===== config.mk =====
export PLATFORM = sky130hd
export DESIGN_NAME = laser_rx_ftdi_writer
export DESIGN_NICKNAME = d
export VERILOG_FILES = /design/src/rtl/laser_pkg.sv /design/src/rtl/pair_fifo.sv /design/src/rtl/laser_rx_ftdi_writer.sv
export SDC_FILE = /design/constraint.sdc
export NUM_CORES = 1
export LEC_CHECK = 0
export ABC_AREA = 1
export ABC_CLOCK_PERIOD_IN_PS = 2700
export CORE_MARGIN = 2
export CORE_UTILIZATION = 45
export CTS_CLUSTER_DIAMETER = 30
export DETAILED_ROUTE_END_ITERATION = 8
export GPL_TIMING_DRIVEN = 0
export PLACE_DENSITY = 0.72
export SLEW_MARGIN = 20
export SYNTH_ARGS = -nofsm -noshare
export SYNTH_HDL_FRONTEND = slang
export SYNTH_SLANG_ARGS = --single-unit

===== constraint.sdc =====
create_clock -name clock -period 2.7 [get_ports clock]
set_input_delay 0.54 -clock clock [delete_from_list [all_inputs] [get_ports clock]]
set_output_delay 0.54 -clock clock [all_outputs]
set_load 0.01 [all_outputs]

===== src/rtl/laser_pkg.sv =====
// Shared types and helpers for the LaserReceiver -> FT232H byte-pair writer.
package laser_pkg;

  typedef struct packed {
    logic [7:0] d1;
    logic [7:0] d2;
  } byte_pair_t;

  typedef enum logic [2:0] {IDLE, WAIT, SETUP, STROBE, HOLD} wr_state_t;

  localparam int PAIR_W = $bits(byte_pair_t);

  function automatic int max3(input int a, input int b, input int c);
    int m;
    m = (a > b) ? a : b;
    return (m > c) ? m : c;
  endfunction

  // sel=0 selects the laser-1 byte, which always goes out first.
  function automatic logic [7:0] pair_byte(input byte_pair_t p, input logic sel);
    return sel ? p.d2 : p.d1;
  endfunction

endpackage


===== src/rtl/pair_fifo.sv =====
// Synchronous DEPTH-entry FIFO with a sticky overflow flag for dropped pushes.
module pair_fifo #(
  parameter int DEPTH = 16,
  parameter int WIDTH = 16
) (
  input  logic                   clock,
  input  logic                   reset,
  input  logic                   push,
  input  logic [WIDTH-1:0]       push_data,
  input  logic                   pop,
  output logic [WIDTH-1:0]       pop_data,
  output logic                   full,
  output logic                   empty,
  output logic [$clog2(DEPTH):0] count,
  output logic                   overflow
);

  localparam int AW = $clog2(DEPTH);
  localparam int CW = AW + 1;

  logic [WIDTH-1:0] mem [DEPTH];
  logic [AW-1:0]    wr_ptr;
  logic [AW-1:0]    rd_ptr;
  logic [CW-1:0]    cnt;
  logic             do_pop;
  logic             do_push;

  assign full     = (cnt == CW'(DEPTH));
  assign empty    = (cnt == '0);
  assign count    = cnt;
  assign pop_data = mem[rd_ptr];

  // A full FIFO still accepts a push when the head leaves in the same cycle.
  assign do_pop  = pop & ~empty;
  assign do_push = push & (~full | do_pop);

  always_ff @(posedge clock) begin
    if (reset) begin
      wr_ptr   <= '0;
      rd_ptr   <= '0;
      cnt      <= '0;
      overflow <= 1'b0;
    end else begin
      if (do_push) wr_ptr <= wr_ptr + AW'(1);
      if (do_pop)  rd_ptr <= rd_ptr + AW'(1);
      case ({do_push, do_pop})
        2'b10:   cnt <= cnt + CW'(1);
        2'b01:   cnt <= cnt - CW'(1);
        default: cnt <= cnt;
      endcase
      if (push && !do_push) overflow <= 1'b1;
    end
  end

  always_ff @(posedge clock) begin
    if (do_push) mem[wr_ptr] <= push_data;
  end

endmodule


===== src/rtl/laser_rx_ftdi_writer.sv =====
// Buffers LaserReceiver byte pairs and writes them to an FT232H over the async
// 245-FIFO interface, with WR# setup/strobe/hold timed in system clock cycles.
module laser_rx_ftdi_writer
  import laser_pkg::*;
#(
  parameter int DEPTH      = 16,
  parameter int SETUP_CYC  = 1,
  parameter int STROBE_CYC = 2,
  parameter int HOLD_CYC   = 1
) (
  input  logic                   clock,
  input  logic                   reset,
  input  logic                   data_valid,
  input  logic [7:0]             data1_in,
  input  logic [7:0]             data2_in,
  input  logic                   ftdi_txe_n,
  output logic                   ftdi_wr_n,
  output logic [7:0]             ftdi_data,
  output logic                   ftdi_oe,
  output logic [$clog2(DEPTH):0] fifo_count,
  output logic                   overflow,
  output logic                   busy
);

  localparam int CNT_W = $clog2(max3(SETUP_CYC, STROBE_CYC, HOLD_CYC) + 1);

  // Stage p0/p1: rising-edge detect and capture of the pair seen at the edge
  logic       valid_p0;
  logic       push_p1;
  byte_pair_t capt_p1;

  always_ff @(posedge clock) begin
    if (reset) begin
      valid_p0 <= 1'b0;
      push_p1  <= 1'b0;
    end else begin
      valid_p0 <= data_valid;
      push_p1  <= data_valid & ~valid_p0;
    end
  end

  always_ff @(posedge clock) begin
    if (data_valid && !valid_p0) capt_p1 <= {data1_in, data2_in};
  end

  // TXE# is asynchronous to CLOCK_50; idle-high reset keeps the writer parked.
  logic txe_sync_p0;
  logic txe_sync_p1;
  logic txe_ok;

  always_ff @(posedge clock) begin
    if (reset) begin
      txe_sync_p0 <= 1'b1;
      txe_sync_p1 <= 1'b1;
    end else begin
      txe_sync_p0 <= ftdi_txe_n;
      txe_sync_p1 <= txe_sync_p0;
    end
  end

  assign txe_ok = ~txe_sync_p1;

  logic       pop;
  logic       empty;
  logic       unused_full;
  byte_pair_t head;

  pair_fifo #(
    .DEPTH(DEPTH),
    .WIDTH(PAIR_W)
  ) u_fifo (
    .clock     (clock),
    .reset     (reset),
    .push      (push_p1),
    .push_data (capt_p1),
    .pop       (pop),
    .pop_data  (head),
    .full      (unused_full),
    .empty     (empty),
    .count     (fifo_count),
    .overflow  (overflow)
  );

  // Stage p2: write FSM holding the popped pair
  wr_state_t  state;
  wr_state_t  state_next;
  logic [CNT_W-1:0] cnt;
  logic [CNT_W-1:0] cnt_next;
  logic       sel;
  logic       sel_next;
  byte_pair_t pair_p2;
  byte_pair_t pair_next;
  logic [7:0] data_next;

  always_comb begin
    state_next = state;
    cnt_next   = cnt;
    sel_next   = sel;
    pair_next  = pair_p2;
    data_next  = ftdi_data;
    pop        = 1'b0;
    case (state)
      IDLE: begin
        if (!empty) begin
          pop        = 1'b1;
          pair_next  = head;
          sel_next   = 1'b0;
          data_next  = pair_byte(head, 1'b0);
          state_next = WAIT;
        end
      end
      WAIT: begin
        if (txe_ok) begin
          cnt_next   = '0;
          state_next = SETUP;
        end
      end
      SETUP: begin
        if (!txe_ok) begin
          state_next = WAIT;
        end else if (cnt == CNT_W'(SETUP_CYC - 1)) begin
          cnt_next   = '0;
          state_next = STROBE;
        end else begin
          cnt_next = cnt + CNT_W'(1);
        end
      end
      STROBE: begin
        if (cnt == CNT_W'(STROBE_CYC - 1)) begin
          cnt_next   = '0;
          state_next = HOLD;
        end else begin
          cnt_next = cnt + CNT_W'(1);
        end
      end
      HOLD: begin
        if (cnt == CNT_W'(HOLD_CYC - 1)) begin
          cnt_next = '0;
          if (!sel) begin
            sel_next   = 1'b1;
            data_next  = pair_byte(pair_p2, 1'b1);
            state_next = WAIT;
          end else begin
            state_next = IDLE;
          end
        end else begin
          cnt_next = cnt + CNT_W'(1);
        end
      end
      default: state_next = IDLE;
    endcase
  end

  // Outputs are registered from the next state so WR# comes straight off a flop.
  always_ff @(posedge clock) begin
    if (reset) begin
      state     <= IDLE;
      cnt       <= '0;
      sel       <= 1'b0;
      ftdi_wr_n <= 1'b1;
      ftdi_oe   <= 1'b0;
      ftdi_data <= '0;
    end else begin
      state     <= state_next;
      cnt       <= cnt_next;
      sel       <= sel_next;
      ftdi_wr_n <= (state_next != STROBE);
      ftdi_oe   <= (state_next != IDLE);
      ftdi_data <= data_next;
    end
  end

  always_ff @(posedge clock) begin
    pair_p2 <= pair_next;
  end

  assign busy = (state != IDLE);

endmodule


[Yosys cells after proc, flatten, opt, wreduce, memory -nomap -nowiden]
Memory sizes are Yosys's and may differ from the RTL's. A register that Yosys moved wholly into a read port is not among the register bits.
Index checks and enable logic that the tools add are counted.
Widths: inputs -> output; s select.
Operators by class
  add/subtract/negate cells: 5
  multiply operators: 0
  divide/modulo/power cells: 0
  $lt $le $gt $ge: 0
  equal/unequal tests: 14
  shift-type cells: 0
  muxes and demuxes: 27
  bitwise logic cells: 7
  reductions and logical operators: 16
Operators by type and width (number)
  $mux 8: 3
  $mux 3: 6
  $pmux 8 s2: 1
  $pmux 3 s5: 1
  $ne 2x2->1 const B: 5
  $pmux 5 s2: 1
  $add 4x1->4 const B: 2
  $mux 2: 4
  $mux 4: 2
  $pmux 2 s4: 1
  $mux 1: 7
  $eq 3x2->1 const B: 2
  $reduce_and 3->1: 2
  $reduce_bool 3->1: 2
  $add 5x1->5 const B: 1
  $eq 5x5->1 const B: 1
  $logic_not 5->1: 1
  $sub 5x1->5 const B: 1
  $eq 2x1->1 const B: 2
  $reduce_and 4->1: 1
  $reduce_bool 2->1: 2
  $reduce_bool 4->1: 1
  $and 1x1->1: 3
  $eq 3x1->1 const B: 1
  other kinds (12): 16
Word-level totals
  register bits: 58
  latch bits: 0
  bits in writable memories: 256
  memory bits (read-only): 0
  input port bits: 20
  output and inout bits: 17
  word-level logic and storage cells: 87
  memories kept: 1
Memories
  u_fifo.mem: words 16, width 16, read ports 1, clocked after memory_dff 1, wr ports 1, RTL line pair_fifo.sv:21  | logic [WIDTH-1:0] mem [DEPTH];

[Logic depth before layout (Yosys ltp)]
Gate-level depths: netlist of the first run.
  depth in word-level cells: 8
  mapped depth: 14
  mapped depth without buffers: 14

[Hierarchy]
From an unflattened synthesis of the first run, not the netlist that was laid out.
Unflattened totals
  cells, all modules: 1116
  area, all modules: 13112.6 um^2
By module, submodules not included
  pair_fifo: times used 1, cells each 942, area each 11340.9 um^2, sequential area each 8047.7 um^2
  laser_rx_ftdi_writer: times used 1, cells each 174, area each 1771.7 um^2, sequential area each 1121.1 um^2

[Worst setup path after synthesis of the first run]
Ideal clock, no wire load.
  kind: reg2reg
  start point: register state[0]
  end point: register u_fifo.cnt[4] (netlist: u_fifo.count[4])
  library setup time: 70 ps
  data arrival time: 2235 ps
  required time: 2630 ps
  path slack: 394 ps
  stages on the path, launching flop included: 15
  buffers on the path: 0
  clock period less this slack: 2306 ps
  cell sequence: dfxtp_1 -> bufinv_8 -> nand2_4 -> nor2_4 -> nand2_4 -> inv_1 -> ha_1 -> xor2_1 -> ha_1 -> a21o_1 -> nand3_1 -> nand2_1 -> xor2_1 -> nand2_1 -> a21oi_1
On the way
  cells in the longest elaborated chain, start to end: 7
  elaborated cells on any way between the ends: 9
  those cells by class: 2 x eq/ne; 2 x mux; 3 x bitwise; 2 x reduce/logical
RTL lines
  from (decl): RTL line laser_rx_ftdi_writer.sv:85  | wr_state_t state;
  from (signal assigned): RTL line laser_rx_ftdi_writer.sv:164  | state <= state_next;
  $logic_not 3->1 (*): RTL line laser_rx_ftdi_writer.sv:102  | case (state)
  $mux 1 (*): RTL line laser_rx_ftdi_writer.sv:102
  via pop: RTL line laser_rx_ftdi_writer.sv:63  | logic pop;
  $and 1x1->1 (*): RTL line pair_fifo.sv:34  | assign do_pop = pop & ~empty;
  $or 1x1->1: RTL line pair_fifo.sv:35  | assign do_push = push & (~full | do_pop);
  $and 1x1->1: RTL line pair_fifo.sv:35
  $eq 2x1->1 or $eq 2x2->1 (tied branches): RTL line pair_fifo.sv:46  | case ({do_push, do_pop})
  $pmux 5 s2 or $reduce_bool 2->1 (tied branches)
  to (signal assigned): RTL line pair_fifo.sv:47  | 2'b10: cnt <= cnt + CW'(1);
  to (signal assigned): RTL line pair_fifo.sv:48  | 2'b01: cnt <= cnt - CW'(1);
  to (signal assigned): RTL line pair_fifo.sv:49  | default: cnt <= cnt;
  to (decl): RTL line pair_fifo.sv:24  | logic [CW-1:0] cnt;
The timed path passes the listed nets; every way through them passes the cells marked *.
A chain may end at the register's enable or synchronous reset.

[Final worst setup path of the first run]
  start point: register state[1]
  end point: output busy
On the way
  cells in the longest elaborated chain, start to end: 1
RTL lines
  $reduce_bool 3->1: RTL line laser_rx_ftdi_writer.sv:177  | assign busy = (state != IDLE);
  to (decl): RTL line laser_rx_ftdi_writer.sv:22  | output logic busy
No other way between the ends.

==> results of run 1 <==
path summary, 6_finish.rpt:
kind / to / start / cells after the start
worst min-delay path: txe_sync_p1$_SDFF_PP1_ / txe_sync_p0$_SDFF_PP1_ / 1
worst max register to register: u_fifo.mem[0][1]$_DFFE_PP_ / state[1]$_SDFF_PP0_ / 8
worst min register to register: txe_sync_p1$_SDFF_PP1_ / txe_sync_p0$_SDFF_PP1_ / 1
worst max-delay path: busy / state[1]$_SDFF_PP0_ / 5
what timing repair did:
| item | CTS | global route |
|---|---|---|
| resized for setup | 1 | 0 |
| endpoints found under the setup margin | 1 | 2 |
| buffers inserted | 0 | 1 |
per-stage QoR:
| step | setup WS, ns | power, mW | setup TNS [ns] | utilization (%) | cells |
|---|---|---|---|---|---|
| floorplan | 0.394 | 8.46 | 0 | - | 1119 |
| global placement | -0.319 | 9.73 | -60.30 | 48.4 | 1538 |
| detailed placement | 0.00462 | 9.83 | 0 | 49.3 | 1553 |
| CTS | 0.0611 | 16.9 | 0 | 55.9 | 1654 |
| global route | 0.0630 | 17.6 | 0 | 56.0 | 1655 |
| finish | 0.284 | 16.9 | 0 | 56.0 | 1655 |
registers in the layout, indices dropped and copies added (netlist names), named ones only:
register         flops
u_fifo.mem         256
capt_p1             16
u_fifo.rd_ptr        4
ftdi_wr_n            1
u_fifo.wr_ptr        4
ftdi_oe              1
push_p1              1
txe_sync_p1          1
txe_sync_p0          1
ftdi_data            8
u_fifo.overflow      1
valid_p0             1
cnt                  2
u_fifo.count         5
sel                  1
pair_p2              8
state                3
routing by layer:
metal  share of wire [%]  up-vias
met5                   0        -
met4                 3.9        0
met3                 9.3       98
met2                  46      469
met1                  40     4224
li1                    -     4114
power groups by stage:
stage	logic [mW]	clock network, mW	registers (mW)
2_1_floorplan	2.54	0	5.92
3_3_place_gp	3.80	0	5.93
3_5_place_dp	3.89	0	5.94
4_1_cts	3.96	7.07	5.84
5_1_grt	4.43	7.31	5.88
6_report	4.03	7.04	5.84
cells by family after synthesis:
group,after synthesis
adders and majority gates,13
DFF,318
AOI/OAI and AO/OA,151
buffers and inverters,155
xor gates and xnor gates,7
and+or+nand+nor,475
layout make-up:
type	instances	area, um2
Clock buffer	59	1370
Tap cell	384	480
Sequential cell	318	9170
Inverter	99	389
Multi-Input combinational cell	646	3190
Fill cell	2305	12600
Timing Repair Buffer	51	546
Clock inverter	42	529
Buffer	56	308
placed cells by master (no fill, tap or decap), drive strengths merged, types with 2 or more instances in the layout:
master / Yosys / layout
o221ai: 22 / 22
o22ai: 10 / 10
xor2: 7 / 7
nand2: 244 / 244
o21ai: 78 / 78
dfxtp: 38 / 38
or2: 2 / 2
a31oi: 2 / 2
bufinv: 1 / 10
ha: 13 / 13
clkbuf: 23 / 82
edfxtp: 280 / 280
clkdlybuf4s50: 0 / 35
inv: 96 / 103
o211ai: 10 / 10
nand4: 4 / 4
clkinvlp: 0 / 6
buf: 33 / 49
nor2: 115 / 115
clkinv: 2 / 22
nand3: 108 / 108
a21oi: 24 / 24
==> results.yml, run 1 <==
grt:
  globalRouteOverflowTotal: 0
  grt_util_all_layers_pct: 21.7
  grt_pass1_vias: 8982
  grtUsageMet3_pct: 4.92
  gr-usage-met2_pct: 34.6
  use_met1_pct: 28.6
  antenna_found_initial: 0
  grt_max_degree: 17
  grt_pass1_wl_um: 50600
  grt-busiest-layer: "met2"
yosys:
  syn_area_mm2: 0.0130
  synth-edff-count: 280
  synth-compound-area-share_pct: 7.09
  synth_xor_area_share_pct: 0.472
  synth_mux_area_share_pct: 0
  synth_fp_nets: 1152
  synth_common_cells: "280 x edfxtp_1, 240 x nand2_1, 112 x nor2_1"
  yosysSeqAreaShare_pct: 70.6
  synthFlopType: "edfxtp_1"
  synthTopCellsByArea: "edfxtp_1 65%, nand2_1 6.9%, dfxtp_1 5.9%, nand3_1 4.1%, nor2_1 3.2%"
  syn_area_per_cell_um2: 11.6
  post-synth-top-count-cell: "edfxtp_1"
  synthDistinctLibCells: 39
  ys_warn_count: 0
  synthArstFlopShare_pct: 0
  synth-seq-cells: 318
  syn_inst: 1119
  synth_top_family_by_area: "simple AND/OR/NAND/NOR gates"
  synth_largest_area_cell: "edfxtp_1"
  synthAdderAreaFrac_pct: 1.25
  synthSimpleGateAreaFrac_pct: 15.3
  yosys.area.top_type_share_pct: 64.7
power:
  ir_drop_uv: 514
  pwr-share-seq_pct: 34.5
  p_clk_share_pct: 41.6
  leakage_nw: 5.99
  power_density_mw_per_mm2: 1060
  p_comb_share_pct: 23.8
  swShare_pct: 31.6
  p_int_mw: 11.6
  p_sw_mw: 5.35
run_status:
  status: "complete, no violations"
setup_path:
  slowest_stage: "clkdlybuf4s50_1"
  cp_max_fo: 6
  max_stage_delay_ns: 0.52
  arrival_ns: 1.88
  crit_chain: "inv_2 -> nand2_4 -> nor2_4 -> inv_1 -> clkdlybuf4s50_1"
  critPathKind: "register to output pin"
  r2r_setup_slack_ns: 0.31
  worst-path-buf-inv: 3
  start_kind: "register"
  cp_top_family: "buffers and inverters"
  required_ns: 2.16
  end_kind: "output pin"
routing:
  drt_iter0_markers: 1058
  ant_nets: 0
  firstDrtPassIters: 5
  drt_wl_total_um: 32400
  avgViaCountPerCell: 5.38
  avgRoutedWirePerCell_um: 19.6
  drc: 0
  num_vias: 8905
floorplanning:
  die_y_um: 174
  rows: 62
  core_area_mm2: 0.0285
  io_pins: 37
  die_area_mm2: 0.0303
  initial_utilization_pct: 45.5
  die_w_um: 174
sta:
  maxSlewHeadroom_pct: 51.3
  setup_violations: 0
  max_freq_mhz: 414
  hold_viol: 0
  finClkSkew_ns: 0.0300
  post-route-min-period_ns: 2.42
  rsz0062_at_grt: "no"
  tightest_slew_ns: 0.729
  hold_slack_ns: 0.415
  fin_crit_sh_pct: 89.5
  slew_violations: 0
placement:
  gp_congestion: 0.892
  io_buffers: 35
  dp.final_hpwl_um: 20700
  placed_area_mm2: 0.0141
clock_tree:
  insertion_delay_ns: 0.58
  clock_sinks: 318
  path_clk_slew_ns: 0.05
  cts_max_level: 2
  cts_buffer_depth: 3
  hold_buffers: 0
  cts_tree: "yes"
  root_buffer: "clkbuf_16"
  numCtsBuffers: 54
layout:
  nets: 1259
  stdcell_area_mm2: 0.0160
  syn_to_final_growth_pct: 22.9
  num_antenna_cells: 0
  drive_gt1_share_pct: 13.1
min_path:
  hp-class: "register to register"
run:
  cap_violations: 0
Power figures use the tool's default switching activity.
==> run 2: changes to the inputs <==
- CORE_UTILIZATION: 45 -> 50
- HOLD_SLACK_MARGIN: default -> 0.08
- MAX_ROUTING_LAYER: default -> met4
- PLACE_DENSITY: 0.72 -> 0.78
==> results.yml, run 2 (synthesis results as in run 1) <==
setup_path:
  arrival_ns: 2.71
  required_ns: 2.98
  start_kind: "register"
  max_stage_delay_ns: 0.60
  end_kind: "register"
  cp_max_fo: 10
  crit_chain: "inv_2 -> nand2_4 -> nor2_4 -> o21ai_4 -> inv_1 -> nand2_1 -> nor2_2 -> buf_6"
  r2r_end: "u_fifo.mem[1][4]$_DFFE_PP_"
  slowest_stage: "nor2_2"
  reg2regPathDepth: 8
  r2r_setup_slack_ns: 0.26
  worstReg2RegStart: "state[1]$_SDFF_PP0_"
  critPathKind: "register to register"
grt:
  grt_pass1_vias: 9137
  antenna_found_initial: 0
  globalRouteOverflowTotal: 0
  grt_max_degree: 17
  grt_pass1_wl_um: 51000
  grt_util_all_layers_pct: 26.0
floorplanning:
  initial_utilization_pct: 50.4
  io_pins: 37
  rows: 59
  die_area_mm2: 0.0273
  die_w_um: 165
  die_y_um: 165
  core_area_mm2: 0.0258
power:
  leakage_nw: 6.09
  power_density_mw_per_mm2: 1080
  ir_drop_uv: 645
  power.total_mw: 17.5
routing:
  firstDrtPassIters: 8
  avgViaCountPerCell: 5.78
  drt_wl_total_um: 33600
  drt_iter0_markers: 1370
  drc: 0
  num_vias: 9330
  avgRoutedWirePerCell_um: 20.8
  ant_nets: 0
layout:
  stdcell_count: 1614
  regMostFlops: "u_fifo.mem"
  final_cell_mix: "280 x edfxtp_1, 240 x nand2_1, 107 x nand3_1"
  syn_to_final_growth_pct: 23.8
  final_common_cell: "edfxtp_1"
  largest_reg_flops: 256
  nets: 1264
  num_antenna_cells: 0
  top_regs: "u_fifo.mem x256, capt_p1 x16"
  final_core_util_pct: 62.4
  drive_gt1_share_pct: 14.2
  stdcell_area_mm2: 0.0161
clock_tree:
  path_clk_slew_ns: 0.05
  clock_sinks: 318
  cts_max_level: 2
  cts_tree: "yes"
  root_buffer: "clkbuf_16"
  insertion_delay_ns: 0.58
  cts_buffer_depth: 3
  hold_buffers: 0
  numCtsBuffers: 58
sta:
  hold_viol: 0
  setup_violations: 0
  fin_crit_sh_pct: 90.3
  tightest_slew_ns: 0.769
  max_freq_mhz: 410
  maxSlewHeadroom_pct: 48.7
  finClkSkew_ns: 0.0282
  post-route-min-period_ns: 2.44
  slew_violations: 0
  setup_ws_ns: 0.262
  fin_setup_tns_ns: 0
  hold_slack_ns: 0.412
  rsz0062_at_grt: "no"
min_path:
  holdPathEnd: "txe_sync_p1$_SDFF_PP1_"
  hp-class: "register to register"
  min_from: "txe_sync_p0$_SDFF_PP1_"
  worstHoldPathCells: 1
run_status:
  status: "complete, no violations"
placement:
  dpl.cell_count: 1505
  placed_area_mm2: 0.0140
  gp_congestion: 0.939
  io_buffers: 35
  place_ws_ns: 0.00100
  dp.final_hpwl_um: 20800
run:
  cap_violations: 0
run 2: what timing repair did:
action                     4_1_cts  5_1_grt
hold endpoints to repair         0        0
buffers inserted                 0        1
setup endpoints to repair        1        2
gates resized for setup          1        0
pin swaps                        0        0
run 2: layout make-up:
class,count,area (um2)
fill,1827,9670
sequential,318,9170
multi-input combinational,646,3180
clock buffer,66,1530
timing repair buffer,52,568
clock inverter,42,522
tap,335,419
inverter,99,389
buffer,56,308
run 2: how the worst max path moves through the flow:
| stage | from | to | slack, ns |
|---|---|---|---|
| 3_3_place_gp | state[1]$_SDFF_PP0_ | u_fifo.mem[13][1]$_DFFE_PP_ | -0.29 |
| 5_1_grt | u_fifo.count[0]$_SDFFE_PP0P_ | u_fifo.count[4]$_SDFFE_PP0P_ | 0.12 |
| 4_1_cts | state[1]$_SDFF_PP0_ | u_fifo.count[4]$_SDFFE_PP0P_ | 0.07 |
| 2_1_floorplan | state[0]$_SDFF_PP0_ | u_fifo.count[4]$_SDFFE_PP0P_ | 0.39 |
| 6_report | state[1]$_SDFF_PP0_ | u_fifo.mem[1][4]$_DFFE_PP_ | 0.26 |
| 3_5_place_dp | state[1]$_SDFF_PP0_ | u_fifo.count[4]$_SDFFE_PP0P_ | 0.001 |
run 2: critical path: cells and delay by family (launching register included):
kind                   cells  cell delay, ns
buffers and inverters      3            0.57
and+or+nand+nor            4            1.07
DFF                        1            0.36
AOI/OAI and AO/OA          1            0.12
run 2: routing by layer:
| layer | share of wire (%) | up-vias | wire length [um] | global-route usage, % |
|---|---|---|---|---|
| li1 | - | 4140 | - | - |
| met2 | 46 | 654 | 15500 | 40.4 |
| met5 | 0 | - | 0 | - |
| met4 | 4.9 | 0 | 1640 | 12.9 |
| met1 | 38 | 4394 | 12700 | 32.9 |
| met3 | 11 | 142 | 3740 | 5.27 |
run 2: power by group:
part           leakage (nW)  total (mW)  internal (mW)  switching (mW)
clock network         0.999        7.50           4.91            2.60
logic                  2.24        4.09           1.34            2.75
registers              2.85        5.86           5.65           0.204
total                  6.09        17.5           11.9            5.55
